## config.mk

```make
export PLATFORM = sky130hd
export DESIGN_NAME = aurora_link_supervisor
export DESIGN_NICKNAME = d
export VERILOG_FILES = /design/src/rtl/aurora_link_supervisor.sv
export SDC_FILE = /design/constraint.sdc
export NUM_CORES = 1
export LEC_CHECK = 0
export BUFFER_PORTS_ARGS = -buffer_cell sky130_fd_sc_hd__buf_2
export CAP_MARGIN = 20
export CORE_ASPECT_RATIO = 1.1
export CORE_MARGIN = 3
export CORE_UTILIZATION = 45
export CTS_CLUSTER_DIAMETER = 100
export DETAILED_ROUTE_END_ITERATION = 10
export GPL_ROUTABILITY_DRIVEN = 0
export GPL_TIMING_DRIVEN = 1
export HOLD_SLACK_MARGIN = 0.06
export PLACE_DENSITY = 0.62
export SLEW_MARGIN = 40
export SYNTH_ARGS = -nofsm -noshare
export SYNTH_HDL_FRONTEND = slang
export SYNTH_SLANG_ARGS = --single-unit
```

## constraint.sdc

```tcl
create_clock -name init_clk -period 5.8 [get_ports init_clk]
set_input_delay 0.58 -clock init_clk [delete_from_list [all_inputs] [get_ports init_clk]]
set_output_delay 0.58 -clock init_clk [all_outputs]
set_load 0.02 [all_outputs]
```

## src/rtl/aurora_link_supervisor.sv

```systemverilog
// Aurora link supervisor (init_clk domain): gt_reset/reset power-up sequencing,
// debounced channel_up supervision, bounded automatic re-init and sticky hard-fail.
module aurora_link_supervisor #(
    parameter int GT_RST_CYCLES   = 16,
    parameter int RST_HOLD_CYCLES = 8,
    parameter int UP_TIMEOUT      = 4096,
    parameter int DEBOUNCE        = 4,
    parameter int MAX_RETRIES     = 3
) (
    input  logic       init_clk,
    input  logic       RST,
    input  logic       channel_up,
    input  logic       retry_req,
    output logic       reset_aurora,
    output logic       gt_reset,
    output logic       link_ok,
    output logic       link_lost,
    output logic       link_fail,
    output logic [3:0] retry_count
);
    localparam int MAX_A   = (GT_RST_CYCLES > RST_HOLD_CYCLES) ? GT_RST_CYCLES : RST_HOLD_CYCLES;
    localparam int CNT_MAX = (UP_TIMEOUT > MAX_A) ? UP_TIMEOUT : MAX_A;
    localparam int CNT_W   = $clog2(CNT_MAX + 1);
    localparam int DEB_W   = $clog2(DEBOUNCE + 1);

    typedef enum logic [2:0] {
        RESET_GT,
        RELEASE_GT,
        WAIT_UP,
        LINK_UP,
        RETRY,
        FAIL
    } state_t;

    state_t             state, state_next;
    logic [CNT_W-1:0]   timer;
    logic               sync1, sync2;
    logic               up_f;
    logic [DEB_W-1:0]   deb_cnt;
    logic               reenter, count_clr, count_inc, lost;

    // NOTE: non-blocking assignments make sync1 -> sync2 a true two-flop pipeline.
    always_ff @(posedge init_clk) begin
        if (RST) begin
            sync1 <= 1'b0;
            sync2 <= 1'b0;
        end else begin
            sync1 <= channel_up;
            sync2 <= sync1;
        end
    end

    // up_f flips only after DEBOUNCE consecutive samples that disagree with it.
    always_ff @(posedge init_clk) begin
        if (RST) begin
            up_f    <= 1'b0;
            deb_cnt <= '0;
        end else if (sync2 == up_f) begin
            deb_cnt <= '0;
        end else if (deb_cnt == DEB_W'(DEBOUNCE - 1)) begin
            up_f    <= sync2;
            deb_cnt <= '0;
        end else begin
            deb_cnt <= deb_cnt + 1'b1;
        end
    end

    // NOTE: every output of this block gets a default first, so no path can infer a latch.
    always_comb begin
        state_next = state;
        count_clr  = 1'b0;
        count_inc  = 1'b0;
        lost       = 1'b0;
        case (state)
            RESET_GT:   if (timer == CNT_W'(GT_RST_CYCLES - 1)) state_next = RELEASE_GT;
            RELEASE_GT: if (timer == CNT_W'(RST_HOLD_CYCLES - 1)) state_next = WAIT_UP;
            WAIT_UP: begin
                if (up_f)                                     state_next = LINK_UP;
                else if (timer == CNT_W'(UP_TIMEOUT - 1))     state_next = RETRY;
            end
            LINK_UP: begin
                if (!up_f) begin
                    state_next = RETRY;
                    lost       = 1'b1;
                end else if (timer == CNT_W'(UP_TIMEOUT - 1)) begin
                    count_clr = 1'b1;
                end
            end
            RETRY: begin
                if (retry_count < 4'(MAX_RETRIES)) begin
                    count_inc  = 1'b1;
                    state_next = RESET_GT;
                end else begin
                    state_next = FAIL;
                end
            end
            FAIL:    state_next = FAIL;
            default: state_next = RESET_GT;
        endcase
        // A software retry overrides any event detected in the same cycle.
        if (retry_req) begin
            state_next = RESET_GT;
            count_clr  = 1'b1;
            count_inc  = 1'b0;
            lost       = 1'b0;
        end
        reenter = retry_req || (state_next != state);
    end

    always_ff @(posedge init_clk) begin
        if (RST) begin
            state        <= RESET_GT;
            timer        <= '0;
            retry_count  <= '0;
            reset_aurora <= 1'b1;
            gt_reset     <= 1'b1;
            link_ok      <= 1'b0;
            link_lost    <= 1'b0;
            link_fail    <= 1'b0;
        end else begin
            state <= state_next;
            // Timer saturates so the stable-up clear fires once per LINK_UP entry.
            if (reenter)                        timer <= '0;
            else if (timer != CNT_W'(CNT_MAX))  timer <= timer + 1'b1;
            if (count_clr)                                retry_count <= '0;
            else if (count_inc && retry_count != 4'hF)    retry_count <= retry_count + 4'd1;
            reset_aurora <= (state_next == RESET_GT) || (state_next == RELEASE_GT) || (state_next == FAIL);
            gt_reset     <= (state_next == RESET_GT) || (state_next == FAIL);
            link_ok      <= (state_next == LINK_UP);
            link_lost    <= lost;
            link_fail    <= (state_next == FAIL);
        end
    end
endmodule
```

==> impl_metrics.ini <==
[global_route]
antenna_found_initial = 0
grt_pass1_vias = 1048
grt_start_max_net_pins = 14
grt_pass1_wl_um = 4380
overflow = 0
grt.total_usage = 0.150

[logic_synthesis]
yosysTopAreaCell = dfxtp_1
synth_common_cells = dfxtp_1, nor2_1, nand2_1
async_reset_ff_frac = 0
yosys.area.top_type_share = 0.437
ys_warn_count = 0
ys_types = 43
ys_ff_latch = 31
yosys-top-cells-area = dfxtp_1, nor2_1, ha_1, xor2_1, xnor2_1
syn_inst = 153
synth-main-ff-cell = dfxtp_1
syn_nets = 162
synth-edff-count = 0
syn_avg_cell_area_um2 = 9.28
synth_most_common_cell = dfxtp_1
synth_seq_area_share = 0.437
synth_area_um2 = 1420

[placed_design]
numPortBuffers = 12
dpl-instance-area_um2 = 1510
detailed_place_hpwl_um = 1930
dpl_worst_slack_ps = 3660

[detailed_routing]
wirelength_um = 2540
drt_iter0_drc = 26
viasPerCell = 5.42
dr_total_vias = 1094
firstDrtPassIters = 4
wl_per_cell_um = 12.6
ant_nets = 0
drc = 0

[floorplan]
die_area_um2 = 3870
core_um2 = 2880
ios = 13
die_w_um = 59.6
start_util = 0.493
die_h_um = 64.9
rows = 20

[finish]
fin_area_um2 = 1580
nets = 177
syn2layout_area_growth_pct = 10.9
diodes = 0
fin_util = 0.547
drive_above_1_share = 0.178

[sta]
worst_pin_slew_ps = 529
maxSlewHeadroom = 0.644
setup_viol = 0
fmax_ghz = 0.462
fin_crit_sh = 0.374
slew_violations = 0
fin_setup_tns_ps = 0
period_minus_slack_ps = 2170
rsz0062_at_grt = no
worst_slack_ps = 3630
fin_skew_ps = 8.13
hold_viol = 0
fin_hold_ws_ps = 437

[critical_path]
worstPathBufferInverterCount = 0
path_cells = or4_1 > or4_4 > a21bo_1 > o21ai_4 > nor2_1
slowest_stage = or4_1
worstSetupPathType = flip-flop to flip-flop
r2r_start = state[0]$_SDFF_PP0_
rrSetupSlack_ps = 3630
start_kind = flip-flop
cp_data_arrival_time_ps = 2380
end_kind = flip-flop
cp_data_required_time_ps = 6010
cp_max_fo = 13
r2r-end = timer[11]$_SDFFE_PP0P_
cp_slowest_stage_delay_ps = 530
cp_top_family = simple AND/OR/NAND/NOR gates
reg2reg_depth = 5

[clock_tree]
hold_buffers = 0
path_clk_slew_ps = 100
cts_tree = built
cts_root_buf = clkbuf_4
cts_max_level = 2
cts_made_buffers = 5
clk_latency_ps = 330
cts_resized = 0
clock-sinks = 31
cts_setup_buffers = 0
cts_buffer_depth = 2

[hold_path]
hold_path.class = flip-flop to flip-flop
worstHoldEndpoint = deb_cnt[0]$_SDFF_PP0_
worstHoldStart = deb_cnt[0]$_SDFF_PP0_
hold_depth = 1

[run]
maxCapViolCount = 0

[power_and_ir_drop]
leakagePower_nw = 0.595
vdd_drop_max_uv = 159
powerDensity_nw_per_um2 = 233

[run_status]
status = complete, no violations
layout make-up:
cell class	count	area (um^2)
inverters	6	22.5
clock buffers	8	68.8
repair buffers	12	60.1
fillers	274	1300
well taps	33	41.3
flip-flops and latches	31	621
multi-input cells	112	762
layer usage:
metal | wire length (um) | up-vias | global-route usage
met5 | 0 | - | 0
met4 | 36 | 0 | 0.0499
met3 | 132 | 4 | 0.0598
met2 | 1290 | 23 | 0.264
met1 | 1080 | 507 | 0.159
li1 | - | 560 | -
logic make-up after synthesis:
logic type | synth area share
muxes | 0.0220
AOI/OAI and AO/OA | 0.116
DFF | 0.437
and+or+nand+nor | 0.280
xor gates and xnor gates | 0.0740
adders and majority gates | 0.0441
buffers and inverters | 0.0264
worst max-delay path by stage:
stage,startpoint,endpoint,slack (ps),depth (start not counted)
6_report,state[0]$_SDFF_PP0_,timer[11]$_SDFFE_PP0P_,3630,5
5_1_grt,state[0]$_SDFF_PP0_,timer[4]$_SDFFE_PP0P_,3520,5
4_1_cts,state[0]$_SDFF_PP0_,timer[11]$_SDFFE_PP0P_,3640,5
3_5_place_dp,state[0]$_SDFF_PP0_,timer[11]$_SDFFE_PP0P_,3660,5
3_3_place_gp,state[0]$_SDFF_PP0_,timer[4]$_SDFFE_PP0P_,3700,5
2_1_floorplan,timer[8]$_SDFFE_PP0P_,timer[10]$_SDFFE_PP0P_,3810,5
power by group:
part	total (mW)	internal, mW	switching [mW]
logic	0.0107	0.00462	0.00608
registers	0.215	0.214	0.00110
clock network	0.141	0.0713	0.0701
total	0.367	0.290	0.0773
cell usage in the layout, fill, tap and decap left out, drive strengths merged, types with 2 or more instances in the layout:
master,n
buf,12
or2,2
xnor2,5
and4,3
nand2,11
nand3,5
nor3b,2
ha,5
and2,4
or4,5
nor2b,5
or3,2
nor3,2
a21oi,6
dfxtp,31
clkbuf,8
o21ai,2
inv,6
xor2,7
nor2,24
mux2i,2
sequential cells by signal, summed over array words and instances (netlist names):
signal	cells
up_f	1
timer	13
link_lost	1
reset_aurora	1
deb_cnt	3
link_fail	1
state	3
retry_count	4
link_ok	1
gt_reset	1
sync2	1
sync1	1
stage by stage:
stage | std cells | total power, mW
2_1_floorplan | 153 | 0.227
3_3_place_gp | 194 | 0.231
3_5_place_dp | 194 | 0.231
4_1_cts | 202 | 0.374
5_1_grt | 202 | 0.385
6_report | 202 | 0.367
Note: power is estimated with default switching activity, not from simulation.
